==> src/rtl/mux4x1_pkg.sv <==
// rtl/mux4x1_pkg.sv - shared constants and types for the mux4x1 select sequencer
// Contents:
//   CH_W, NUM_CH         channel index width and channel count
//   ST_IDLE, ST_DWELL    state encoding
//   DWELL_DEF, DWELL_W_DEF  default dwell length and dwell counter width
//   ch_idx_t             2-bit channel index
package mux4x1_pkg;

  localparam int CH_W   = 2;
  localparam int NUM_CH = 4;

  localparam logic [0:0] ST_IDLE  = 1'b0;
  localparam logic [0:0] ST_DWELL = 1'b1;

  localparam int DWELL_DEF   = 4;
  localparam int DWELL_W_DEF = 4;

  typedef logic [CH_W-1:0] ch_idx_t;

endpackage

==> src/rtl/mux4x1_sel_seq_if.sv <==
// rtl/mux4x1_sel_seq_if.sv - control/status bundle between a scan controller and the sequencer
// Optional feature: MUX4X1_SEQ_HOLD_EN adds the hold signal.
// Signals:
//   start, stop, mode, ch_en[3:0], hold   controller -> sequencer
//   sel1, sel0, busy, sample, sweep_done  sequencer -> controller / mux stage
// Modports: master (controller side), slave (sequencer side).
interface mux4x1_sel_seq_if;

  logic       start;
  logic       stop;
  logic       mode;
  logic [3:0] ch_en;
`ifdef MUX4X1_SEQ_HOLD_EN
  logic       hold;
`endif
  logic       sel1;
  logic       sel0;
  logic       busy;
  logic       sample;
  logic       sweep_done;

  modport master (
`ifdef MUX4X1_SEQ_HOLD_EN
    output hold,
`endif
    output start, stop, mode, ch_en,
    input  sel1, sel0, busy, sample, sweep_done
  );

  modport slave (
`ifdef MUX4X1_SEQ_HOLD_EN
    input  hold,
`endif
    input  start, stop, mode, ch_en,
    output sel1, sel0, busy, sample, sweep_done
  );

endinterface

==> src/rtl/rr_next4.sv <==
// rtl/rr_next4.sv - combinational round-robin picker over four channels
// Ports:
//   cur    in  current channel index
//   ch_en  in  channel enable mask
//   nxt    out next enabled index searching upward from cur+1, wrapping 3->0
//   wrap   out set when nxt <= cur (includes the single-channel and empty-mask cases)
// Passing cur = 3 yields the lowest enabled channel.
module rr_next4
  import mux4x1_pkg::*;
(
  input  ch_idx_t    cur,
  input  logic [3:0] ch_en,
  output ch_idx_t    nxt,
  output logic       wrap
);

  ch_idx_t idx;
  logic    found;

  always_comb begin
    nxt   = cur;
    idx   = cur;
    found = 1'b0;
    // k = 4 lands back on cur, so a lone enabled channel reselects itself
    for (int k = 1; k <= NUM_CH; k++) begin
      idx = cur + ch_idx_t'(k);
      if (!found && ch_en[idx]) begin
        nxt   = idx;
        found = 1'b1;
      end
    end
    wrap = (nxt <= cur);
  end

endmodule

==> src/rtl/mux4x1_sel_seq.sv <==
// rtl/mux4x1_sel_seq.sv - round-robin select sequencer for a 4:1 mux stage
// Optional feature: MUX4X1_SEQ_HOLD_EN adds bus.hold, which freezes the
// dwell counter and sel and masks sample/sweep_done.
// Parameters: DWELL (cycles per channel, 1..2^DWELL_W-1), DWELL_W (counter width).
// Ports:
//   clk   rising-edge clock
//   rst   asynchronous active-high reset
//   bus   mux4x1_sel_seq_if.slave: start/stop/mode/ch_en[/hold] in,
//         sel1/sel0/busy/sample/sweep_done out
module mux4x1_sel_seq
  import mux4x1_pkg::*;
#(
  parameter int DWELL   = DWELL_DEF,
  parameter int DWELL_W = DWELL_W_DEF
) (
  input logic             clk,
  input logic             rst,
  mux4x1_sel_seq_if.slave bus
);

  localparam logic [DWELL_W-1:0] RELOAD = DWELL_W'(DWELL - 1);

  logic [0:0]         state_q, state_d;
  logic [DWELL_W-1:0] cnt_q, cnt_d;
  logic               mode_q, mode_d;
  ch_idx_t            sel_q, sel_d;
  // last_q: the channel held in sel_q wraps the search (final channel of a sweep).
  // en_nz_q: the mask was non-empty at the last edge.
  // Both are registered so sweep_done depends on no input combinationally.
  logic               last_q, en_nz_q;

  logic               hold_w;
  logic               cnt_zero;
  logic               sample_w;
  logic               sweep_fire;

  ch_idx_t            pick_cur;
  ch_idx_t            pick_nxt;
  logic               pick_wrap;
  ch_idx_t            look_nxt;
  logic               look_wrap;
  logic               unused_pick;

`ifdef MUX4X1_SEQ_HOLD_EN
  assign hold_w = bus.hold;
`else
  assign hold_w = 1'b0;
`endif

  // In IDLE the picker starts from index 3 so it returns the lowest enabled channel
  assign pick_cur = (state_q == ST_IDLE) ? ch_idx_t'(NUM_CH - 1) : sel_q;

  rr_next4 u_pick (
    .cur   (pick_cur),
    .ch_en (bus.ch_en),
    .nxt   (pick_nxt),
    .wrap  (pick_wrap)
  );

  // Looks ahead at the channel that will be selected after this edge
  rr_next4 u_look (
    .cur   (sel_d),
    .ch_en (bus.ch_en),
    .nxt   (look_nxt),
    .wrap  (look_wrap)
  );

  assign unused_pick = ^{pick_wrap, look_nxt};

  assign cnt_zero   = (cnt_q == '0);
  assign sample_w   = (state_q == ST_DWELL) && cnt_zero && !hold_w;
  assign sweep_fire = mode_q && last_q && en_nz_q;

  always_comb begin
    state_d = state_q;
    cnt_d   = cnt_q;
    mode_d  = mode_q;
    sel_d   = sel_q;
    case (state_q)
      ST_IDLE: begin
        if (bus.start && (bus.ch_en != 4'b0000)) begin
          state_d = ST_DWELL;
          sel_d   = pick_nxt;
          cnt_d   = RELOAD;
          mode_d  = bus.mode;
        end
      end
      default: begin
        if (bus.stop) begin
          state_d = ST_IDLE;
        end else if (hold_w) begin
          state_d = state_q;
        end else if (!cnt_zero) begin
          cnt_d = cnt_q - 1'b1;
        end else if (bus.ch_en == 4'b0000) begin
          state_d = ST_IDLE;
        end else if (sweep_fire) begin
          state_d = ST_IDLE;
        end else begin
          sel_d = pick_nxt;
          cnt_d = RELOAD;
        end
      end
    endcase
  end

  always_ff @(posedge clk or posedge rst) begin
    if (rst) begin
      state_q <= ST_IDLE;
      cnt_q   <= '0;
      mode_q  <= 1'b0;
      sel_q   <= '0;
      last_q  <= 1'b0;
      en_nz_q <= 1'b0;
    end else begin
      state_q <= state_d;
      cnt_q   <= cnt_d;
      mode_q  <= mode_d;
      sel_q   <= sel_d;
      last_q  <= look_wrap;
      en_nz_q <= (bus.ch_en != 4'b0000);
    end
  end

  assign bus.sel1       = sel_q[1];
  assign bus.sel0       = sel_q[0];
  assign bus.busy       = (state_q == ST_DWELL);
  assign bus.sample     = sample_w;
  assign bus.sweep_done = sample_w && sweep_fire;

endmodule

==> src/flat_wrapper.sv <==
// flat-port wrapper written by rule: the top's interface ports become plain ports
module mux4x1_sel_seq_flat import mux4x1_pkg::*;
#(
  parameter int DWELL   = DWELL_DEF,
  parameter int DWELL_W = DWELL_W_DEF
)
  (clk, rst, bus_start, bus_stop, bus_mode, bus_ch_en, bus_sel1, bus_sel0, bus_busy, bus_sample, bus_sweep_done);
  mux4x1_sel_seq_if bus_i ();
  input logic clk;
  input logic rst;
  input wire logic [$bits(bus_i.start)-1:0] bus_start;
  input wire logic [$bits(bus_i.stop)-1:0] bus_stop;
  input wire logic [$bits(bus_i.mode)-1:0] bus_mode;
  input wire logic [$bits(bus_i.ch_en)-1:0] bus_ch_en;
  output wire logic [$bits(bus_i.sel1)-1:0] bus_sel1;
  output wire logic [$bits(bus_i.sel0)-1:0] bus_sel0;
  output wire logic [$bits(bus_i.busy)-1:0] bus_busy;
  output wire logic [$bits(bus_i.sample)-1:0] bus_sample;
  output wire logic [$bits(bus_i.sweep_done)-1:0] bus_sweep_done;
  assign bus_i.start = bus_start;
  assign bus_i.stop = bus_stop;
  assign bus_i.mode = bus_mode;
  assign bus_i.ch_en = bus_ch_en;
  assign bus_sel1 = bus_i.sel1;
  assign bus_sel0 = bus_i.sel0;
  assign bus_busy = bus_i.busy;
  assign bus_sample = bus_i.sample;
  assign bus_sweep_done = bus_i.sweep_done;
  mux4x1_sel_seq #(.DWELL(DWELL), .DWELL_W(DWELL_W)) u_core (.clk(clk), .rst(rst), .bus(bus_i));
endmodule
==> config.mk <==
export PLATFORM = sky130hd
export DESIGN_NAME = mux4x1_sel_seq_flat
export DESIGN_NICKNAME = d
export VERILOG_FILES = /design/src/rtl/mux4x1_pkg.sv /design/src/rtl/mux4x1_sel_seq_if.sv /design/src/rtl/rr_next4.sv /design/src/rtl/mux4x1_sel_seq.sv /design/src/flat_wrapper.sv
export SDC_FILE = /design/constraint.sdc
export NUM_CORES = 1
export LEC_CHECK = 0
export CAP_MARGIN = 20
export CORE_MARGIN = 3
export CORE_UTILIZATION = 52
export DETAILED_ROUTE_END_ITERATION = 8
export PLACE_DENSITY = 0.85
export SETUP_SLACK_MARGIN = 0.5
export SYNTH_ARGS = -nofsm -noshare
export SYNTH_HDL_FRONTEND = slang
export SYNTH_SLANG_ARGS = --single-unit
==> constraint.sdc <==
create_clock -name clk -period 3.28 [get_ports clk]
set_input_delay 0.328 -clock clk [delete_from_list [all_inputs] [get_ports clk]]
set_output_delay 0.328 -clock clk [all_outputs]
set_load 0.02 [all_outputs]
==> results of run 1 <==
-- cells by family after synthesis --
family,count (synthesis),share of synthesized area (%)
AOI/OAI and AO/OA,26,25.3
xor gates and xnor gates,2,2.04
adders and majority gates,4,5.84
buffers and inverters,14,7.88
DFF,10,29.2
muxes,3,3.65
and+or+nand+nor,36,26.1
-- placed cells by master (no fill, tap or decap), types with 2 or more instances in the layout --
cell type        synthesis  routed
ha_1                     4       4
a21oi_1                  5       4
buf_4                    1      10
nand2_1                  5       5
nor2b_1                  3       3
nor3_1                   3       3
o2bb2ai_1                2       2
nor3b_1                  3       3
nor2_1                   7       6
xor2_1                   2       2
clkbuf_4                 0       3
and4bb_1                 2       2
a311oi_4                 1       2
dlymetal6s2s_1           0       2
mux2i_1                  2       2
o21ai_1                  1       2
inv_1                    8       8
dfrtp_2                  0       3
nand2b_1                 3       3
clkdlybuf4s50_1          0      10
a211oi_1                 4       3
dfrtp_1                 10       7
dlygate4sd2_1            0       2
or2_2                    2       2
-- what timing repair did --
item	in CTS	in global routing
setup endpoints to repair	1	1
buffers inserted	0	9
gates resized for setup	7	8
pin swaps	1	7
cloned	0	0
-- worst max-delay path: cells and delay by family, from the launching register on --
family	cells	cell delay [ps]
AOI/OAI and AO/OA	4	660
adders and majority gates	1	310
buffers and inverters	1	100
DFF	1	470
muxes	1	120
and+or+nand+nor	3	940
-- stage by stage --
step / util [%] / area (um2)
finish: 74.7 / 1140
global route: 74.7 / 1140
CTS: 68.5 / 1040
detailed placement: 65.4 / 996
global placement: 65.4 / 996
floorplan: - / 857
-- registers in the layout (all words and copies together), names as in the netlist --
name / flops
u_core.last_q: 1
u_core.mode_q: 1
u_core.en_nz_q: 1
u_core.cnt_q: 4
u_core.bus.busy: 1
u_core.sel_q: 2
-- how the worst max path moves through the flow --
stage                     from             to  slack, ps
4_1_cts           bus_ch_en[3]  u_core.last_q        530
6_report       u_core.bus.busy  u_core.last_q        630
5_1_grt        u_core.bus.busy  u_core.last_q        480
3_3_place_gp      bus_ch_en[1]  u_core.last_q        190
2_1_floorplan  u_core.bus.busy  u_core.last_q        590
3_5_place_dp      bus_ch_en[0]  u_core.last_q        120
-- area by class of cell --
| cell class | instances | area, um2 |
|---|---|---|
| Sequential cell | 10 | 254 |
| Multi-Input combinational cell | 71 | 586 |
| Clock buffer | 3 | 22.5 |
| Fill cell | 113 | 385 |
| Tap cell | 16 | 20.0 |
| Inverter | 9 | 33.8 |
| Timing Repair Buffer | 25 | 223 |
-- metal layers --
| layer | vias to the layer above | share of wire [%] |
|---|---|---|
| met2 | 19 | 53 |
| met5 | - | 0 |
| li1 | 388 | - |
| met4 | 0 | 1.2 |
| met3 | 4 | 3.8 |
| met1 | 403 | 42 |
-- power by group through the flow --
stage               combinational [mW]  clock, mW  sequential [mW]
floorplan                        0.299          0            0.211
global placement                 0.354          0            0.229
detailed placement               0.368          0            0.231
CTS                              0.378     0.0871            0.229
global route                     0.523     0.0939            0.221
finish                           0.475     0.0851            0.216
==> flow_summary.json, run 1 <==
{
  "status": "completed",
  "grt_pass1_vias": 770,
  "layout.cells.non_filler": 134,
  "cts_inserted_buffers": 3,
  "worstPathCellList": "and2b_2, mux2i_1, or4_4, a311oi_4, inv_2, o221ai_2, o21ai_1, ha_1, nor2b_1, o21ai_1",
  "rows": 14,
  "hold_buffers": 0,
  "overflow": 0,
  "cts_tree": "done",
  "syn_area_um2": 857,
  "cts.sinks": 10,
  "h-tree-depth": 1,
  "slew_headroom_pct": 71.5,
  "r2r-start": "u_core.bus.busy",
  "viasPerCell": 6.07,
  "critPathLaunchType": "flop",
  "p_int_uw": 449,
  "yosys_most_used_dff": "dfrtp_1",
  "die_x_um": 46.6,
  "met3_usage_pct": 7.03,
  "max_stage_delay_ps": 560,
  "grt_util_met2_pct": 37.4,
  "swShare_pct": 42.1,
  "synth_edf_count": 0,
  "synth-seq-cells": 10,
  "holdWs_ps": 341,
  "path_class": "flop to flop",
  "grt_use_met1_pct": 23.6,
  "slowest_stage": "or4_4",
  "tns_ps": 0,
  "cts_max_path_buffers": 2,
  "drive_above_1_share_pct": 28.0,
  "drc_errors": 0,
  "seq_power_share_pct": 27.8,
  "dpl.hpwl_um": 1430,
  "yosys_warnings": 0,
  "irDropWorstVdd_uv": 517,
  "switching_power_uw": 326,
  "ys_types": 43,
  "fin_worst_skew_ps": 8.93,
  "worst_slew_pin_slew_ps": 425,
  "nets": 133,
  "worstPathRequired_ps": 3480,
  "synthCells": 95,
  "rsz0062_at_grt": "yes",
  "drt_iter0_drc": 14,
  "async_flop_share_pct": 100,
  "port_buffers": 13,
  "max-cap-violations": 0,
  "synth_top_area_share_pct": 29.2,
  "synth_top_area_cell": "dfrtp_1",
  "slew_violations": 0,
  "grt_pass1_wl_um": 3270,
  "min_period_ps": 2650,
  "r2r_cells": 10,
  "pwr-share-clk_pct": 11.0,
  "avgSynthCellArea_um2": 9.02,
  "power_leakage_nw": 0.493,
  "drt.antenna.violating_nets": 0,
  "cp_common_cell": "o21ai_1",
  "ys_top_cells_by_count": "10 x dfrtp_1, 8 x inv_1, 7 x nor2_1",
  "dp_cells": 122,
  "num_io_pins": 14,
  "routed_wl_um": 2120,
  "pre_cts_ws_ps": 121,
  "dieArea_mm2": 0.00217,
  "grt_max_degree": 12,
  "p_total_uw": 775,
  "hold_path_class": "input port to asynchronous set/reset pin",
  "pwr-share-comb_pct": 61.2,
  "fin_crit_sh_pct": 80.9,
  "core_mm2": 0.00152,
  "clk_latency_ps": 270,
  "clock.fmax_mhz": 377,
  "antenna_cells": 0,
  "cellPowerDensity_mw_per_mm2": 681,
  "cp.arrival_ps": 2860,
  "cts.clk_slew.worst_paths_ps": 70,
  "reg2reg_to": "u_core.last_q",
  "start_util_pct": 56.2,
  "antenna_found_initial": 0,
  "final-setup-viol-count": 0,
  "synth_nets": 108,
  "routedWlPerCell_um": 15.9,
  "via_count": 814,
  "cts_root_buf": "clkbuf_4",
  "gp_congestion": 0.887,
  "r2r_slack_ps": 630,
  "synth.most_common_cell": "dfrtp_1",
  "busiest_layer": "met2",
  "dr.pass1.iters": 4,
  "grtUsageTotal_pct": 21.6,
  "die_h_um": 46.6,
  "hold_viol": 0,
  "yosysSeqAreaShare_pct": 29.2,
  "fin_ws_ps": 628,
  "end_kind": "flop",
  "worstPathMaxFanout": 7,
  "ys_top_cells_by_area": "dfrtp_1 29%, ha_1 5.8%, a211oi_1 3.5%",
  "area_growth_pct": 32.8
}
Note: power is estimated with default switching activity, not from simulation.
==> run 2: changes to the inputs <==
==> constraint.sdc (replaced) <==
create_clock -name clk -period 2.5 [get_ports clk]
set_input_delay 0.25 -clock clk [delete_from_list [all_inputs] [get_ports clk]]
set_output_delay 0.25 -clock clk [all_outputs]
set_load 0.02 [all_outputs]
==> flow_summary.json, run 2 (synthesis gave the netlist of run 1 again) <==
{
  "r2r-start": "u_core.sel_q[0]",
  "nFillCells": 79,
  "final_cell_mix": "26 x buf_4, 9 x dfrtp_1, 8 x inv_1, 8 x clkdlybuf4s50_1, 6 x nor2_1",
  "antenna_found_initial": 0,
  "cp_common_cell": "buf_4",
  "worst_slew_pin_slew_ps": 418,
  "h-tree-depth": 1,
  "max_stage_delay_ps": 450,
  "switching_power_uw": 511,
  "viasPerCell": 6.21,
  "violations": "setup timing",
  "drt.antenna.violating_nets": 0,
  "cts_root_buf": "clkbuf_4",
  "cts_tree": "done",
  "irDropWorstVdd_uv": 691,
  "hold_viol": 0,
  "cts_inserted_buffers": 3,
  "cts.clk_slew.worst_paths_ps": 80,
  "pwr-share-clk_pct": 12.9,
  "start_util_pct": 56.2,
  "grt_pass1_vias": 902,
  "rows": 14,
  "place_area_mm2": 0.00114,
  "hold_path_class": "input port to asynchronous set/reset pin",
  "tns_ps": -150,
  "gp_congestion": 0.871,
  "fin_crit_sh_pct": 106,
  "final-setup-viol-count": 1,
  "drc_errors": 0,
  "dr.pass1.iters": 4,
  "pwr-share-comb_pct": 63.7,
  "port_buffers": 13,
  "rsz0062_at_grt": "yes",
  "holdWs_ps": 245,
  "end_kind": "flop",
  "routed_wl_um": 2760,
  "clock.fmax_mhz": 377,
  "die_h_um": 46.6,
  "power_leakage_nw": 0.582,
  "min_period_ps": 2650,
  "pre_cts_ws_ps": -565,
  "dieArea_mm2": 0.00217,
  "drive_above_1_share_pct": 41.8,
  "fin_ws_ps": -150,
  "regMostFlops": "u_core.cnt_q",
  "clk_latency_ps": 290,
  "grt_max_degree": 11,
  "postLayoutCellArea_mm2": 0.00127,
  "worstPathRequired_ps": 2670,
  "grt_pass1_wl_um": 4030,
  "critPathLaunchType": "flop",
  "fin_worst_skew_ps": 8.70,
  "nets": 148,
  "final_core_util_pct": 83.7,
  "die_x_um": 46.6,
  "multi_input_area_um2": 603,
  "cts.sinks": 10,
  "num_io_pins": 14,
  "seqCellArea_um2": 251,
  "antenna_cells": 0,
  "status": "finished with violations",
  "max-cap-violations": 0,
  "cellPowerDensity_mw_per_mm2": 960,
  "worstPathMaxFanout": 6,
  "core_mm2": 0.00152,
  "hold_buffers": 0,
  "r2r_cells": 13,
  "path_class": "flop to flop",
  "slowest_stage": "dfrtp_2",
  "cts_max_path_buffers": 2,
  "largest_reg_flops": 4,
  "reg2reg_to": "u_core.last_q",
  "reg_top3": "u_core.cnt_q x4, u_core.sel_q x2",
  "p_int_uw": 713,
  "via_count": 931,
  "worstPathCellList": "and4bb_1, a311oi_2, buf_4, buf_4, o21bai_1, a21boi_2, a311oi_4, buf_4, o32ai_2, a211oi_2, ha_1, nand2_1, o21ai_1",
  "drt_iter0_drc": 22,
  "mostFrequentLayoutCell": "buf_4",
  "slew_violations": 0,
  "overflow": 0,
  "r2r_slack_ps": -150,
  "area_growth_pct": 48.8,
  "seq_power_share_pct": 23.5,
  "cp.arrival_ps": 2820,
  "dpl.hpwl_um": 1880,
  "routedWlPerCell_um": 18.4,
  "swShare_pct": 41.8,
  "slew_headroom_pct": 72.1,
  "grtUsageTotal_pct": 27.4
}
[run 2: cell count changes in the layout (fill, tap and decap cells not counted), moves of 2 or more]
cell | before | now
dfrtp_2 | 3 | 1
buf_4 | 10 | 26
a211oi_1 | 3 | 1
a21oi_2 | 0 | 2
dfrtp_1 | 7 | 9
a211oi_2 | 1 | 3
clkdlybuf4s50_1 | 10 | 8
[run 2: critical path, delay by kind of cell (launching register included)]
kind            cells  cell delay (ps)
compound gates      7              990
fa+ha+maj           1              260
buf+inv             3              480
flops               1              450
simple gates        2              350
[run 2: timing repair]
item / 4_1_cts / 5_1_grt
pin swaps: 11 / 10
resized for setup: 9 / 13
endpoints found under the setup margin: 6 / 6
buffers inserted: 5 / 1
[run 2: worst max-delay path by stage]
| stage | start | to | slack (ps) | depth (start not counted) |
|---|---|---|---|---|
| after floorplan | u_core.sel_q[0] | u_core.last_q | -130 | 11 |
| after global placement | bus_ch_en[0] | u_core.last_q | -370 | 12 |
| after detailed placement | bus_ch_en[0] | u_core.last_q | -560 | 12 |
| after CTS | u_core.sel_q[0] | u_core.last_q | -180 | 10 |
| after global routing | u_core.sel_q[0] | u_core.last_q | -220 | 13 |
| final | u_core.sel_q[0] | u_core.last_q | -150 | 13 |
[run 2: layer usage]
metal	global-route usage (%)	vias up	share of wire, %
met5	0	-	0
met4	15.9	0	3.1
met3	3.91	9	5.4
met2	43.7	45	51
met1	34.8	449	41
li1	-	428	-
[run 2: power groups by stage]
stage	Combinational (mW)	Sequential (mW)	Clock, mW
finish	0.779	0.287	0.158
global route	0.834	0.291	0.164
CTS	0.704	0.280	0.155
detailed placement	0.640	0.284	0
global placement	0.599	0.281	0
floorplan	0.400	0.278	0
[run 2: metrics by stage]
step           cells  power, mW
4_1_cts          149       1.14
2_1_floorplan     95      0.678
5_1_grt          150       1.29
3_5_place_dp     140      0.925
6_report         150       1.22
3_3_place_gp     140      0.880
[run 2: final cells by class]
cell class | count | share of cell area, %
Clock buffer | 4 | 2.85
Inverter | 9 | 2.65
Multi-Input combinational cell | 71 | 47.3
Sequential cell | 10 | 19.7
Tap cell | 16 | 1.57
Timing Repair Buffer | 40 | 25.9
==> run 3: changes to the inputs <==
--- a/config.mk
+++ b/config.mk
@@ -10,6 +10,7 @@
 export CORE_UTILIZATION = 52
 export DETAILED_ROUTE_END_ITERATION = 8
 export PLACE_DENSITY = 0.85
+export RECOVER_POWER = 25
 export SETUP_SLACK_MARGIN = 0.5
 export SYNTH_ARGS = -nofsm -noshare
 export SYNTH_HDL_FRONTEND = slang
==> flow_summary.json, run 3 (synthesis gave the netlist of run 1 again) <==
{
  "routed_wl_um": 2750,
  "cts.clk_slew.worst_paths_ps": 80,
  "die_h_um": 46.6,
  "start_util_pct": 56.2,
  "p_total_mw": 1.22,
  "cts_max_path_buffers": 2,
  "cp-startpoint": "u_core.sel_q[0]",
  "core_mm2": 0.00152,
  "path_class": "flop to flop",
  "cts_root_buf": "clkbuf_4",
  "nets": 148,
  "final_cell_mix": "26 x buf_4, 9 x dfrtp_1, 8 x inv_1",
  "grt_max_degree": 11,
  "largest_reg_flops": 4,
  "end_kind": "flop",
  "mostFrequentLayoutCell": "buf_4",
  "cts_inserted_buffers": 3,
  "slew_headroom_pct": 72.1,
  "area_growth_pct": 48.8,
  "hold_buffers": 0,
  "dieArea_mm2": 0.00217,
  "drt_iter0_drc": 22,
  "antenna_cells": 0,
  "cp-endpoint": "u_core.last_q",
  "grt_pass1_wl_um": 4030,
  "violations": "setup timing",
  "rows": 14,
  "min_period_ps": 2640,
  "h-tree-depth": 1,
  "drt.antenna.violating_nets": 0,
  "layout.cells.non_filler": 150,
  "cellPowerDensity_mw_per_mm2": 960,
  "num_io_pins": 14,
  "max-cap-violations": 0,
  "regMostFlops": "u_core.cnt_q",
  "worstPathMaxFanout": 6,
  "fin_worst_skew_ps": 7.13,
  "final-setup-viol-count": 1,
  "status": "finished with violations",
  "slew_violations": 0,
  "gp_congestion": 0.871,
  "reg_top3": "u_core.cnt_q x4, u_core.sel_q x2",
  "pre_cts_ws_ps": -565,
  "worstPathCellList": "and4bb_1, a311oi_2, buf_4, buf_4, o21bai_1, a21boi_2, a311oi_4, buf_4, o32ai_2, a211oi_2, ha_1, nand2_1, o21ai_1",
  "port_buffers": 13,
  "hold_viol": 0,
  "grt_pass1_vias": 902,
  "reg2reg_to": "u_core.last_q",
  "critPathLaunchType": "flop",
  "die_x_um": 46.6,
  "switching_power_uw": 511,
  "clock.fmax_mhz": 378,
  "slowest_stage": "dfrtp_2",
  "swShare_pct": 41.8,
  "dpl.hpwl_um": 1880,
  "irDropWorstVdd_uv": 692,
  "rsz0062_at_grt": "yes",
  "cts_tree": "done",
  "fin_ws_ps": -143,
  "fin_crit_sh_pct": 106,
  "worst_slew_pin_slew_ps": 418,
  "pwr-share-clk_pct": 12.8,
  "dr.pass1.iters": 4,
  "viasPerCell": 6.26,
  "dp_cells": 140,
  "r2r_cells": 13,
  "pwr-share-comb_pct": 63.9,
  "via_count": 939,
  "drive_above_1_share_pct": 41.8,
  "power_leakage_nw": 0.582,
  "p_int_uw": 713,
  "routedWlPerCell_um": 18.3,
  "clk_latency_ps": 280,
  "cp.arrival_ps": 2810,
  "max_stage_delay_ps": 450,
  "r2r-start": "u_core.sel_q[0]",
  "antenna_found_initial": 0,
  "worstPathRequired_ps": 2660,
  "hold_path_class": "input port to asynchronous set/reset pin",
  "seq_power_share_pct": 23.4,
  "overflow": 0,
  "nFillCells": 79,
  "drc_errors": 0,
  "r2r_slack_ps": -140,
  "final_core_util_pct": 83.7,
  "cts.sinks": 10,
  "grtUsageTotal_pct": 27.4,
  "holdWs_ps": 387,
  "cp_common_cell": "buf_4"
}
[run 3: cell count changes in the layout (fill, tap and decap cells not counted)]
| cell | change |
|---|---|
| clkdlybuf4s50_1 | -1 |
| dlygate4sd3_1 | +1 |
[run 3: routing by layer]
layer / global-route usage [%] / vias to the layer above / wire length [um]
li1: - / 428 / -
met1: 34.8 / 450 / 1120
met2: 43.7 / 48 / 1380
met3: 3.91 / 13 / 143
met4: 15.9 / 0 / 101
met5: 0 / - / 0
[run 3: worst min path at each step]
stage                     depth (start not counted)               to            start  slack [ps]
after floorplan                                   1  u_core.bus.busy              rst          90
after global placement                            1  u_core.cnt_q[0]  u_core.cnt_q[0]         480
after detailed placement                          1  u_core.cnt_q[0]  u_core.cnt_q[0]         520
after CTS                                         2  u_core.sel_q[1]              rst         240
after global routing                              2   u_core.en_nz_q              rst         400
final                                             2  u_core.sel_q[1]              rst         390
[run 3: worst max-delay path, delay by kind of cell (launching register included)]
| kind | cells | cell delay [ps] |
|---|---|---|
| adders and majority gates | 1 | 260 |
| buffers and inverters | 3 | 480 |
| and+or+nand+nor | 2 | 350 |
| AOI/OAI and AO/OA | 7 | 990 |
| DFF | 1 | 450 |
[run 3: per-stage QoR]
| stage | area (um2) | TNS (ps) |
|---|---|---|
| after floorplan | 867 | -132 |
| after global routing | 1270 | -217 |
| after global placement | 1140 | -368 |
| after detailed placement | 1140 | -565 |
| after CTS | 1220 | -181 |
| final | 1270 | -143 |
[run 3: final cells by class]
type | instances | area (um2) | share of cell area [%]
well taps | 16 | 20.0 | 1.57
multi-input cells | 71 | 603 | 47.3
flip-flops and latches | 10 | 251 | 19.7
repair buffers | 40 | 330 | 25.9
inverters | 9 | 33.8 | 2.65
clock buffers | 4 | 36.3 | 2.85
[run 3: power groups by stage]
stage                     clock network [mW]  registers (mW)  logic [mW]
after floorplan                            0           0.278       0.400
after global placement                     0           0.281       0.599
after detailed placement                   0           0.284       0.640
after CTS                              0.155           0.280       0.704
after global routing                   0.164           0.291       0.834
final                                  0.156           0.286       0.782
[run 3: repair_timing]
item                                    4_1_cts  5_1_grt
endpoints found under the setup margin        6        6
gates resized for setup                       9       13
pin swaps                                    11       10
setup buffers                                 5        1
